==> config.mk <==
export PLATFORM = sky130hd
export DESIGN_NAME = huffman_stream_serializer
export DESIGN_NICKNAME = d
export VERILOG_FILES = /design/src/rtl/huffman_stream_serializer.sv
export SDC_FILE = /design/constraint.sdc
export NUM_CORES = 1
export LEC_CHECK = 0
export BUFFER_PORTS_ARGS = -buffer_cell sky130_fd_sc_hd__buf_2
export CAP_MARGIN = 25
export CORE_MARGIN = 1.5
export CORE_UTILIZATION = 40
export CTS_BUF_LIST = sky130_fd_sc_hd__clkbuf_4 sky130_fd_sc_hd__clkbuf_8
export DETAILED_ROUTE_END_ITERATION = 10
export GPL_TIMING_DRIVEN = 0
export RECOVER_POWER = 50
export SLEW_MARGIN = 20
export SYNTH_ARGS = -nofsm -noshare
export SYNTH_HDL_FRONTEND = slang
export SYNTH_SLANG_ARGS = --single-unit
==> constraint.sdc <==
create_clock -name Clk_in -period 2.6 [get_ports Clk_in]
set_input_delay 0.26 -clock Clk_in [delete_from_list [all_inputs] [get_ports Clk_in]]
set_output_delay 0.26 -clock Clk_in [all_outputs]
set_load 0.03 [all_outputs]
==> src/rtl/huffman_stream_serializer.sv <==
// Huffman output serializer: latches a code table on start, optionally emits it as a
// length/codeword header, then streams each accepted symbol's codeword MSB-first.
module huffman_stream_serializer #(
    parameter int NSYM   = 10,
    parameter int SYM_W  = 4,
    parameter int CODE_W = 9,
    parameter int LEN_W  = 4,
    parameter int HDR_EN = 1
) (
    input  logic                           Clk_in,
    input  logic                           n_Rst,
    input  logic                           Start_out,
    input  logic [NSYM*(LEN_W+CODE_W)-1:0] Code_tbl,
    input  logic [SYM_W-1:0]               sym_data,
    input  logic                           sym_valid,
    input  logic                           sym_last,
    output logic                           sym_ready,
    output logic                           Out,
    output logic                           Outt,
    input  logic                           out_ready,
    output logic                           busy,
    output logic                           Fin,
    output logic                           err,
    output logic [2:0]                     state_dbg
);

    localparam int EW    = LEN_W + CODE_W;
    localparam int TBL_W = NSYM * EW;

    localparam logic [2:0] S_IDLE     = 3'd0;
    localparam logic [2:0] S_HDR_LEN  = 3'd1;
    localparam logic [2:0] S_HDR_CODE = 3'd2;
    localparam logic [2:0] S_FETCH    = 3'd3;
    localparam logic [2:0] S_DATA     = 3'd4;
    localparam logic [2:0] S_DONE     = 3'd5;

    localparam logic [SYM_W-1:0] K_LAST   = SYM_W'(NSYM - 1);
    localparam logic [SYM_W:0]   NSYM_V   = (SYM_W + 1)'(NSYM);
    localparam logic [LEN_W-1:0] CODE_W_L = LEN_W'(CODE_W);
    localparam logic [LEN_W-1:0] LEN_W_L  = LEN_W'(LEN_W);

    logic [2:0]        state;
    logic [TBL_W-1:0]  tbl;
    logic [SYM_W-1:0]  k;
    logic [LEN_W-1:0]  cnt;
    logic [CODE_W-1:0] code_q;
    logic              last_q;

    logic [EW-1:0]     ent_k;
    logic [EW-1:0]     ent_s;
    logic [LEN_W-1:0]  len_k;
    logic [LEN_W-1:0]  len_s;
    logic [CODE_W-1:0] code_k;
    logic [CODE_W-1:0] code_s;
    logic [LEN_W-1:0]  bit_idx;
    logic              sym_bad;
    logic              xfer;

    // Index compare instead of a variable part-select, so symbols >= NSYM read as zero.
    function automatic logic [EW-1:0] lookup(input logic [SYM_W-1:0] idx,
                                             input logic [TBL_W-1:0] t);
        logic [EW-1:0] e;
        e = '0;
        for (int i = 0; i < NSYM; i++) begin
            if (idx == SYM_W'(i)) e = t[i*EW +: EW];
        end
        return e;
    endfunction

    function automatic logic [LEN_W-1:0] clamp(input logic [LEN_W-1:0] l);
        return (l > CODE_W_L) ? CODE_W_L : l;
    endfunction

    assign ent_k   = lookup(k, tbl);
    assign ent_s   = lookup(sym_data, tbl);
    assign len_k   = ent_k[EW-1 -: LEN_W];
    assign code_k  = ent_k[CODE_W-1:0];
    assign len_s   = ent_s[EW-1 -: LEN_W];
    assign code_s  = ent_s[CODE_W-1:0];
    assign sym_bad = ({1'b0, sym_data} >= NSYM_V) || (len_s == '0);
    assign bit_idx = cnt - 1'b1;

    // Handshakes: a bit moves on a rising edge with Outt && out_ready, a symbol with
    // sym_valid && sym_ready. Out/Outt derive only from registers, so they hold while
    // out_ready is low; cnt counts the transfers still owed in the current field.
    assign Outt      = (state == S_HDR_LEN) || (state == S_HDR_CODE) || (state == S_DATA);
    assign sym_ready = (state == S_FETCH);
    assign busy      = (state != S_IDLE) && (state != S_DONE);
    assign Fin       = (state == S_DONE);
    assign state_dbg = state;
    assign xfer      = Outt && out_ready;

    always_comb begin
        Out = 1'b0;
        case (state)
            S_HDR_LEN:  Out = |(len_k & (LEN_W'(1) << bit_idx));
            S_HDR_CODE: Out = |(code_k & (CODE_W'(1) << bit_idx));
            S_DATA:     Out = |(code_q & (CODE_W'(1) << bit_idx));
            default:    Out = 1'b0;
        endcase
    end

    always_ff @(posedge Clk_in or negedge n_Rst) begin
        if (!n_Rst) begin
            state  <= S_IDLE;
            tbl    <= '0;
            k      <= '0;
            cnt    <= '0;
            code_q <= '0;
            last_q <= 1'b0;
            err    <= 1'b0;
        end else begin
            case (state)
                S_IDLE: begin
                    if (Start_out) begin
                        tbl <= Code_tbl;
                        err <= 1'b0;
                        k   <= '0;
                        cnt <= LEN_W_L;
                        state <= (HDR_EN != 0) ? S_HDR_LEN : S_FETCH;
                    end
                end
                S_HDR_LEN: begin
                    if (xfer) begin
                        if (cnt == LEN_W'(1)) begin
                            if (len_k != '0) begin
                                cnt   <= clamp(len_k);
                                state <= S_HDR_CODE;
                                if (len_k > CODE_W_L) err <= 1'b1;
                            end else if (k == K_LAST) begin
                                state <= S_FETCH;
                            end else begin
                                k   <= k + 1'b1;
                                cnt <= LEN_W_L;
                            end
                        end else begin
                            cnt <= cnt - 1'b1;
                        end
                    end
                end
                S_HDR_CODE: begin
                    if (xfer) begin
                        if (cnt == LEN_W'(1)) begin
                            if (k == K_LAST) begin
                                state <= S_FETCH;
                            end else begin
                                k     <= k + 1'b1;
                                cnt   <= LEN_W_L;
                                state <= S_HDR_LEN;
                            end
                        end else begin
                            cnt <= cnt - 1'b1;
                        end
                    end
                end
                S_FETCH: begin
                    if (sym_valid) begin
                        if (sym_bad) begin
                            err <= 1'b1;
                            if (sym_last) state <= S_DONE;
                        end else begin
                            code_q <= code_s;
                            last_q <= sym_last;
                            cnt    <= clamp(len_s);
                            state  <= S_DATA;
                            if (len_s > CODE_W_L) err <= 1'b1;
                        end
                    end
                end
                S_DATA: begin
                    if (xfer) begin
                        if (cnt == LEN_W'(1)) begin
                            state <= last_q ? S_DONE : S_FETCH;
                        end else begin
                            cnt <= cnt - 1'b1;
                        end
                    end
                end
                S_DONE:  state <= S_IDLE;
                default: state <= S_IDLE;
            endcase
        end
    end

endmodule
==> qor.yml, run 1 <==
outcome:
  status: "finished with violations"
  violations: "DRC, capacitance limit, slew limit, setup timing"
grt:
  grt_busiest_layer: "met2"
  antenna_found_initial: 2
  use_met2: 0.416
  overflow: 0
  met1_usage: 0.389
  grt_pass1_wl_um: 48700
  grtUsageTotal: 0.273
  grt_use_met3: 0.0598
  grt_max_degree: 81
  grt_pass1_vias: 8132
critical_path:
  r2r-end: "k[3]"
  critPathCaptureType: "output pin"
  r2r_start: "k[1]"
  crit_path_end: "Out"
  worstSetupPathType: "reg2out"
  cp.required_ps: 2340
  reg2reg_depth: 13
  startpoint: "k[0]"
  crit_arrival_ps: 3280
  start_kind: "flop"
  cp_max_fo: 4
  r2r_slack_ps: -580
timing:
  maxSlewViolCount: 80
  whs_ps: 8.16
  maxSlewHeadroom: -0.395
  min_period_ps: 3540
  fmax_ghz: 0.282
  tns_ps: -4440
  worst_slack_ps: -942
  rsz0062_at_grt: "true"
  hold_viol_final: 0
  setup_viol: 9
  worst_slew_pin_slew_ps: 2090
  fin_skew_ps: 19.8
  period_share: 1.36
yosys:
  netlist_instances: 887
  synth_edf_count: 0
  synth_top_area_frac: 0.418
  synth_area_leaders: "dfrtp_1 (42%), mux2_2 (15%), a21oi_1 (3.6%)"
  yosysSeqAreaShare: 0.418
  synth_ff_type: "dfrtp_1"
  ys_ff_latch: 152
  yosysTopAreaCell: "dfrtp_1"
  yosysWarnings: 0
  syn_area_per_cell_um2: 10.3
  syn_area_um2: 9090
  async_flop_share: 1.00
  synth.net_count: 1036
  synth_cell_types: 84
detailed_routing:
  drt_first_pass_iters: 9
  drt_iter0_markers: 855
  wl_um: 32000
  antenna_left: 0
  wl_per_cell_um: 23.0
  vias_per_cell: 6.05
  vias: 8415
  drc: 4
finish:
  drive_gt1_frac: 0.429
  fin_area_um2: 11500
  area_growth_pct: 26.1
  nets: 1249
  fin_cells: 1392
  utilization: 0.519
  fillers: 2019
placed_design:
  place_inst: 1316
  placed_area_um2: 10300
  place.gp.congestion: 0.937
  post-place-ws_ps: -1080
  dp_hpwl_um: 23300
  portBuffers: 148
power:
  power.density_nw_per_um2: 1280
  p_leak_nw: 4.90
  fin_total_pwr_mw: 14.7
  ir_worst_vdd_uv: 476
floorplan:
  start_util: 0.412
  core-area_um2: 22100
  num_rows: 54
  fp.dieH_um: 154
  die-area_um2: 23600
  die_w_um: 154
  io_pins: 149
run:
  drv_cap: 1
clocking:
  cts_sinks: 152
  tritoncts: "done"
  max-clock-path-buffers: 2
  clockRootBuffer: "clkbuf_8"
  cts_made_buffers: 17
  clkTransAtPathRegs_ps: 90
  htree_levels: 4
  clock_latency_ps: 470
hold_path:
  hold_path_class: "in2reg"
==> placed cells by master (no fill, tap or decap), types with 7 or more instances in the layout <==
cell,instances
mux4_2,10
o221ai_1,7
a21oi_1,58
o21ai_0,52
dlygate4sd3_1,9
nand2_1,66
a31oi_1,8
a21oi_2,8
a32oi_1,7
nand2b_1,10
clkbuf_1,12
dfrtp_1,150
a222oi_1,7
a21o_1,9
a2bb2oi_1,10
o22ai_1,7
mux2i_1,15
o21ai_1,11
buf_2,153
nor3_1,9
mux2_2,119
clkbuf_8,21
nand3_1,13
a221o_1,10
nor2_1,51
clkbuf_2,19
o211ai_1,7
buf_4,31
buf_6,19
nor4_1,7
inv_1,27
==> routing by layer <==
layer	wire, µm	vias to the layer above
li1	-	3746
met1	14100	4157
met2	14500	448
met3	2620	62
met4	761	2
met5	13	-
==> cells in the mapped netlist, types with 6 or more instances <==
| library cell | count |
|---|---|
| nand2_1 | 68 |
| o22ai_1 | 8 |
| mux2_2 | 120 |
| a222oi_1 | 7 |
| inv_1 | 30 |
| nor2_1 | 57 |
| nor4_1 | 7 |
| mux2i_1 | 15 |
| dfrtp_1 | 152 |
| a31oi_1 | 8 |
| a2bb2oi_1 | 11 |
| o31ai_1 | 7 |
| a221oi_1 | 9 |
| nor3_1 | 9 |
| a21o_1 | 9 |
| a22oi_1 | 6 |
| a221o_1 | 10 |
| a21oi_1 | 66 |
| o21ai_0 | 65 |
| a32oi_1 | 7 |
| mux4_2 | 10 |
| nor2b_1 | 6 |
| nand2b_1 | 11 |
| ha_1 | 9 |
| nand3_1 | 14 |
| o211ai_1 | 7 |
| nor3b_1 | 6 |
| o221ai_1 | 7 |
| clkbuf_1 | 35 |
| clkbuf_8 | 6 |
| buf_6 | 9 |
==> sequential cells by signal, summed over array words and instances, names as in the netlist <==
signal and flops:
cnt 4, code_q 9, err 1, k 4, last_q 1, state_dbg 3
tbl 130
==> area by class of cell <==
class | count | area (µm²) | share of cell area
plain buffers | 62 | 505 | 0.0441
multi-input cells | 639 | 5110 | 0.445
diodes | 1 | 2.50 | 0.000218
well taps | 280 | 350 | 0.0305
inverters | 31 | 120 | 0.0105
clock buffers | 19 | 255 | 0.0223
repair buffers | 197 | 1200 | 0.105
flip-flops and latches | 152 | 3810 | 0.332
clock inverters | 11 | 125 | 0.0109
==> worst min-delay path by stage <==
| stage | start | endpoint | slack, ps | cells past startpoint |
|---|---|---|---|---|
| after global placement | code_q[6] | code_q[6] | 460 | 1 |
| after global routing | Code_tbl[54] | tbl[54] | 1 | 2 |
| after detailed placement | n_Rst | tbl[105] | 310 | 1 |
| after CTS | Code_tbl[27] | tbl[27] | 1 | 3 |
| after floorplan | n_Rst | cnt[0] | -40 | 0 |
| final | Code_tbl[114] | tbl[114] | 8 | 3 |
==> critical path, cell delays in order (launching register included) <==
cell and delay [ps]:
dfrtp_2 460, inv_2 100, ha_4 170, buf_4 140, nor3b_4 230, a21oi_1 100
a221o_1 380, a221oi_2 300, o32a_1 200, o32ai_2 90, o31ai_2 330, nand3_2 150
buf_6 160
==> power breakdown <==
part | internal [mW] | switching, mW | leakage [nW]
Combinational | 3.96 | 4.14 | 2.89
Clock | 0.877 | 0.949 | 0.179
Sequential | 3.55 | 1.23 | 1.83
Total | 8.39 | 6.31 | 4.90
==> cells by family after synthesis <==
| family | count (synthesis) | share of synthesized area |
|---|---|---|
| DFF | 152 | 0.418 |
| buffers and inverters | 96 | 0.0566 |
| adders and majority gates | 9 | 0.0124 |
| and+or+nand+nor | 213 | 0.118 |
| muxes | 145 | 0.190 |
| xor gates and xnor gates | 3 | 0.00289 |
| AOI/OAI and AO/OA | 269 | 0.202 |
==> repair_timing <==
| action | 4_1_cts | 5_1_grt |
|---|---|---|
| buffers inserted | 35 | 5 |
| pin swaps | 32 | 19 |
| hold endpoints to repair | 85 | 2 |
| hold buffers | 7 | 2 |
| resized for setup | 99 | 31 |
| endpoints found under the setup margin | 134 | 139 |
No activity file was read; power rests on OpenSTA's default activity.
==> run 2: changes to the inputs <==
--- a/config.mk
+++ b/config.mk
@@ -13,6 +13,7 @@
 export DETAILED_ROUTE_END_ITERATION = 10
 export GPL_TIMING_DRIVEN = 0
 export RECOVER_POWER = 50
+export SKIP_LAST_GASP = 1
 export SLEW_MARGIN = 20
 export SYNTH_ARGS = -nofsm -noshare
 export SYNTH_HDL_FRONTEND = slang
==> constraint.sdc (replaced) <==
create_clock -name Clk_in -period 3.1 [get_ports Clk_in]
set_input_delay 0.31 -clock Clk_in [delete_from_list [all_inputs] [get_ports Clk_in]]
set_output_delay 0.31 -clock Clk_in [all_outputs]
set_load 0.03 [all_outputs]
==> run 2 against run 1 <==
- the flow finishes with violations (capacitance limit, slew limit, setup timing)
- register-to-register slack improved by 470 ps
- cell area decreased by 3.3%
- global-route usage decreased by 0.37 points
- sequential power decreased by 16%
- sequential cell count unchanged
- routed wire length decreased by 1.7%
- final cell count decreased by 1.4%
- clock skew decreased by 6.0 ps
- critical path type unchanged
- largest power group unchanged
==> qor.yml, run 2 (synthesis results as in run 1) <==
outcome:
  status: "finished with violations"
  violations: "capacitance limit, slew limit, setup timing"
grt:
  grt_pass1_vias: 8060  # -0.89%
  grt_max_degree: 81  # unchanged
  overflow: 0  # unchanged
  antenna_found_initial: 1  # -1
  grt_pass1_wl_um: 47800  # -1.8%
  grtUsageTotal: 0.269  # -0.00372
timing:
  rsz0062_at_grt: "true"
  setup_viol: 2  # -7
  period_share: 1.17
  worst_slew_pin_slew_ps: 1750  # -340 ps
  fmax_ghz: 0.275
  maxSlewViolCount: 74  # -7.5%
  maxSlewHeadroom: -0.168  # +0.227
  hold_viol_final: 0  # unchanged
  min_period_ps: 3630
  worst_slack_ps: -532  # +411 ps
  fin_skew_ps: 13.8  # -6.01 ps
finish:
  area_growth_pct: 22.0
  final_common_cell: "dfrtp_1"
  utilization: 0.502  # -0.0169
  layout_common_cells: "dfrtp_1 (151), buf_2 (150), mux2_2 (120)"
  drive_gt1_frac: 0.394  # -0.0356
  nets: 1228  # -1.7%
  largest_reg_flops: 130  # unchanged
  reg_top3: "tbl: 130 flops, code_q: 9 flops"
  fillers: 2106  # +4.3%
  largest_register: "tbl"
floorplan:
  fp.dieH_um: 154  # unchanged
  io_pins: 149  # unchanged
  start_util: 0.412  # unchanged
  die_w_um: 154  # unchanged
  die-area_um2: 23600  # unchanged
  core-area_um2: 22100  # unchanged
  num_rows: 54  # unchanged
placed_design:
  portBuffers: 148  # unchanged
  place.gp.congestion: 0.920  # -1.9%
  post-place-ws_ps: -791  # +292 ps
  dp_hpwl_um: 23400  # +0.52%
clocking:
  clkTransAtPathRegs_ps: 90  # about the same
  cts_sinks: 152  # unchanged
  cts_made_buffers: 17  # unchanged
  max-clock-path-buffers: 2  # unchanged
  htree_levels: 4  # unchanged
  clock_latency_ps: 470  # about the same
  clockRootBuffer: "clkbuf_8"
  tritoncts: "done"
detailed_routing:
  drc: 0  # -4
  vias: 8274  # -1.7%
  drt_first_pass_iters: 5  # -4
  vias_per_cell: 6.03  # -0.31%
  wl_per_cell_um: 22.9  # -0.36%
  top_layer: "met4"
  drt_iter0_markers: 1027  # +20%
  met3WireLength_um: 3020  # +15%
  dr_wl_met2_um: 14100  # -2.8%
  antenna_left: 0  # unchanged
  met1_length_um: 13200  # -6.0%
  wl_um: 31400  # -1.7%
critical_path:
  crit_buf_inv: 4  # +1
  worstSetupPathType: "reg2out"
  start_kind: "flop"
  slowest_delay_ps: 390  # -70 ps
  cp_max_fo: 10  # +6
  crit_arrival_ps: 3320  # +40 ps
  worstPathCellList: "inv_1 -> ha_4 -> clkbuf_16 -> clkbuf_8 -> a21oi_1 -> o21ai_0 -> a221o_1 -> a221oi_2 -> o32a_1 -> o32ai_1 -> o31ai_2 -> nand3_2 -> buf_6"
  crit_slowest_cell: "dfrtp_1"
  cp.required_ps: 2790  # +450 ps
  critPathCaptureType: "output pin"
  cp_top_family: "compound AO/OA/AOI/OAI gates"
hold_path:
  hold_path_class: "in2reg"
power:
  fin_total_pwr_mw: 11.9  # -19%
  ir_worst_vdd_uv: 477  # +0.18%
  power.density_nw_per_um2: 1070  # -17%
  p_leak_nw: 4.73  # -3.5%
run:
  drv_cap: 1  # unchanged
-- run 2: changes by cell type in the layout (fill, tap and decap cells not counted), sizes merged --
cell / previous run / this run
clkinv: 3 / 1
bufinv: 2 / 3
clkbuf: 59 / 63
dlygate4sd3: 9 / 1
inv: 31 / 35
buf: 210 / 194
clkinvlp: 6 / 4
-- run 2: worst paths after layout --
kind	start	to	slack, ps	depth (start not counted)
worst min register to register	code_q[1]	code_q[1]	480	1
worst max register to register	k[0]	cnt[0]	-110	13
max in group asynchronous	n_Rst	k[1]	390	3
min in group asynchronous	n_Rst	tbl[42]	810	2
worst min-delay path	Code_tbl[114]	tbl[114]	40	3
worst max-delay path	k[0]	Out	-530	13
-- run 2: worst reg2reg max path: cells and delay by family (launching register included) --
family	cells	cell delay, ps
AOI/OAI and AO/OA	5	1300
DFF	1	390
adders and majority gates	1	170
and+or+nand+nor	1	280
buffers and inverters	5	680
muxes	1	270
-- run 2: power by group --
group          leakage (nW)  internal [mW]  switching [mW]
logic                  2.69           2.91            3.26
clock network         0.212          0.862           0.840
registers              1.83           2.98            1.02
total                  4.73           6.75            5.12
-- run 2: area by class of cell --
cell class | instances | area (µm²) | share of cell area
multi-input cells | 639 | 4980 | 0.449
flip-flops and latches | 152 | 3800 | 0.343
repair buffers | 175 | 958 | 0.0864
plain buffers | 63 | 444 | 0.0400
well taps | 280 | 350 | 0.0316
clock buffers | 20 | 269 | 0.0242
clock inverters | 12 | 164 | 0.0148
inverters | 31 | 120 | 0.0108
diodes | 1 | 2.50 | 0.000226
-- run 2: repair_timing --
action	CTS	global route
hold buffers	1	0
setup endpoints to repair	8	49
endpoints found under the hold margin	72	0
pin swaps	15	8
resized for setup	49	41
setup buffers	19	6
-- run 2: layer usage --
layer	up-vias	GRT usage
li1	3713	-
met1	4052	0.372
met2	436	0.406
met3	73	0.0637
met4	0	0.110
met5	-	0
-- run 2: metrics by stage --
stage,cell area (µm²),cells,TNS [ps],hold slack (ps)
after floorplan,9090,887,0,14.4
after global placement,10200,1315,-97060,457
after detailed placement,10200,1316,-1330,307
after CTS,11000,1366,-617,29.8
after global routing,11100,1372,-8870,46.3
final,11100,1373,-638,40.2
==> run 3: changes to the inputs <==
--- a/config.mk
+++ b/config.mk
@@ -5,13 +5,15 @@
 export SDC_FILE = /design/constraint.sdc
 export NUM_CORES = 1
 export LEC_CHECK = 0
+export ABC_AREA = 1
 export BUFFER_PORTS_ARGS = -buffer_cell sky130_fd_sc_hd__buf_2
 export CAP_MARGIN = 25
 export CORE_MARGIN = 1.5
-export CORE_UTILIZATION = 40
+export CORE_UTILIZATION = 45
 export CTS_BUF_LIST = sky130_fd_sc_hd__clkbuf_4 sky130_fd_sc_hd__clkbuf_8
 export DETAILED_ROUTE_END_ITERATION = 10
 export GPL_TIMING_DRIVEN = 0
+export PLACE_DENSITY = 0.69
 export RECOVER_POWER = 50
 export SKIP_LAST_GASP = 1
 export SLEW_MARGIN = 20
==> run 3 against run 2 <==
- the flow still finishes with violations (capacitance limit, slew limit, setup timing)
- clock skew rose by 7.4 ps
- count of clock-buffer cells in the layout rose by 1
- non-clock buffer count fell by 32
- fmax rose by 9.7%
- synthesized cell count rose by 41%
- register-to-register slack improved by 440 ps
- sequential share of layout area rose by 1.2 points
- total power fell by 11%
- critical endpoint unchanged
==> qor.yml, run 3 <==
detailed_routing:
  drc: 0  # unchanged
  antenna_left: 0  # unchanged
  drt_iter0_markers: 748  # -27%
  vias_per_cell: 5.31  # -12%
  drt_first_pass_iters: 6  # +1
  wl_per_cell_um: 17.2  # -25%
  wl_um: 29300  # -6.8%
  vias: 9056  # +9.5%
finish:
  fin_cells: 1704  # +24%
  largest_reg_flops: 130  # unchanged
  register_area_um2: 3800  # unchanged
  largest_register: "tbl"
  final_common_cell: "nand2_1"
  multi_input_area_um2: 4350  # -13%
  drive_gt1_frac: 0.207  # -0.187
  nets: 1577  # +28%
  fillers: 1942  # -7.8%
  area_growth_pct: 18.2
  reg_top3: "tbl: 130 flops, code_q: 9 flops"
  layout_common_cells: "nand2_1 (342), inv_1 (191), o21ai_0 (167)"
grt:
  overflow: 0  # unchanged
  grt_max_degree: 81  # unchanged
  grt_pass1_vias: 8669  # +7.6%
  grt_pass1_wl_um: 46200  # -3.4%
  antenna_found_initial: 0  # -1
  grtUsageTotal: 0.282  # +0.0129
critical_path:
  worstSetupPathType: "reg2out"
  start_kind: "flop"
  critPathCaptureType: "output pin"
  r2r_slack_ps: 330  # +440 ps
  cp.required_ps: 2790  # about the same
  r2r-end: "tbl[129]"
  r2r_start: "state_dbg[0]"
  cp_max_fo: 10  # unchanged
  crit_arrival_ps: 3000  # -320 ps
  reg2reg_depth: 7  # -6
yosys:
  ys_ff_latch: 152  # unchanged
  netlist_instances: 1254  # +41%
  synth_edf_count: 0  # unchanged
  synth_common_cells: "nand2_1 (347), inv_1 (193), o21ai_0 (171), dfrtp_1 (152), nand3_1 (69)"
  syn_area_um2: 9070  # -0.21%
  synth_ff_type: "dfrtp_1"
  yosysTopAreaCell: "dfrtp_1"
  synth_top_area_frac: 0.419  # +0.000865
  yosysWarnings: 0  # unchanged
  synth_area_leaders: "dfrtp_1 (42%), nand2_1 (14%), o21ai_0 (9.4%)"
  synth.net_count: 1403  # +35%
  synth.most_common_cell: "nand2_1"
  async_flop_share: 1.00  # unchanged
  yosysSeqAreaShare: 0.419  # +0.000865
  syn_area_per_cell_um2: 7.24  # -29%
  synth_cell_types: 47  # -44%
timing:
  worst_slew_pin_slew_ps: 1850  # +102 ps
  period_share: 1.07  # -0.104
  worst_slack_ps: -209  # +323 ps
  maxSlewViolCount: 74  # unchanged
  fin_skew_ps: 21.2  # +7.44 ps
  hold_viol_final: 0  # unchanged
  tns_ps: -209  # +429 ps
  rsz0062_at_grt: "true"
  fmax_ghz: 0.302  # +9.7%
  min_period_ps: 3310  # -323 ps
  setup_viol: 1  # -1
  maxSlewHeadroom: -0.236  # -0.0677
hold_path:
  min_delay_worst_endpoint: "tbl[76]"
  worstHoldStart: "Code_tbl[76]"
  hold_path_class: "in2reg"
  worstHoldPathCells: 3  # unchanged
clocking:
  clockRootBuffer: "clkbuf_8"
  cts_made_buffers: 17  # unchanged
  clkTransAtPathRegs_ps: 80  # about the same
  max-clock-path-buffers: 2  # unchanged
  clock_latency_ps: 480  # about the same
  tritoncts: "done"
  htree_levels: 4  # unchanged
  cts_sinks: 152  # unchanged
floorplan:
  core-area_um2: 19600  # -11%
  start_util: 0.463  # +0.0516
  io_pins: 149  # unchanged
  die_w_um: 145  # -5.7%
  die-area_um2: 21000  # -11%
  fp.dieH_um: 145  # -5.7%
  num_rows: 51  # -5.6%
placed_design:
  portBuffers: 148  # unchanged
  place_inst: 1668  # +27%
  dp_hpwl_um: 22300  # -4.7%
  place.gp.congestion: 0.931  # +1.2%
power:
  ir_worst_vdd_uv: 347  # -27%
  power.density_nw_per_um2: 981  # -8.3%
  p_leak_nw: 5.17  # +9.3%
outcome:
  status: "finished with violations"
  violations: "capacitance limit, slew limit, setup timing"
run:
  drv_cap: 1  # unchanged
[run 3: cell types whose count changed after synthesis, sizes merged, moves of 11 or more]
cell / before / now
inv: 31 / 208
nand3: 14 / 72
o2111ai: 2 / 13
a221o: 11 / 0
mux2: 120 / 17
o21ai: 70 / 188
nand2b: 11 / 0
a2bb2oi: 11 / 0
a21oi: 66 / 54
mux2i: 15 / 0
o22ai: 8 / 20
nand2: 69 / 360
[run 3: worst max path at each step]
stage,startpoint,to
floorplan,k[1],Out
global placement,n_Rst,state_dbg[1]
detailed placement,k[0],Out
CTS,k[1],Out
global route,k[1],Out
finish,k[1],Out
[run 3: through the flow]
step	cell area [µm²]	hold slack, ps	utilization	setup slack (ps)	total power [mW]
6_report	10700	42.2	0.548	-209	10.5
5_1_grt	10700	51.1	0.547	-373	11.3
4_1_cts	10700	36.6	0.545	-144	10.3
3_5_place_dp	10200	323	0.520	-104	8.65
3_3_place_gp	10100	503	0.518	-653	8.55
2_1_floorplan	9070	14.4	-	603	6.95
[run 3: worst max-delay path, stage by stage, from the launching register on]
cell and delay [ps]:
dfrtp_1 430, inv_2 120, ha_4 190, inv_6 50, buf_4 130, nor3_4 290, inv_2 140, clkbuf_1 280
o21ai_0 150, inv_1 60, nand3_1 120, nand2_1 80, nand3_2 80, nor2_1 40, nand2_1 80, nand2_2 60
nand3_2 110, buf_6 130
[run 3: layer usage]
layer	up-vias	routed length (µm)	GRT usage
met5	-	0	0
met4	0	835	0.0964
met3	60	1760	0.0406
met2	365	13200	0.436
met1	4237	13500	0.404
li1	4394	-	-
[run 3: repair_timing]
item                                    in CTS  in global routing
cloned                                       1                  0
pin swaps                                    3                 10
hold buffers                                 1                  0
resized for setup                           30                 14
setup buffers                                2                  4
endpoints found under the setup margin       1                  3
hold endpoints to repair                    72                  0
[run 3: cell type report]
class                      count  area share
antenna                        1    0.000233
sequential                   152       0.355
buffer                        49      0.0231
clock inverter                 8     0.00922
tap                          265      0.0309
clock buffer                  21      0.0258
timing repair buffer         157      0.0759
inverter                     210      0.0742
multi-input combinational    841       0.406
[run 3: logic make-up after synthesis]
| family | share of synthesized area |
|---|---|
| compound gates | 0.175 |
| buf+inv | 0.114 |
| flops | 0.419 |
| mux | 0.0211 |
| fa+ha+maj | 0.0124 |
| simple gates | 0.255 |
| xor+xnor | 0.00386 |
[run 3: where the power goes]
part | switching, mW | total (mW) | internal [mW]
clock | 0.777 | 1.54 | 0.760
sequential | 0.524 | 3.46 | 2.93
combinational | 3.72 | 5.52 | 1.80
total | 5.02 | 10.5 | 5.49
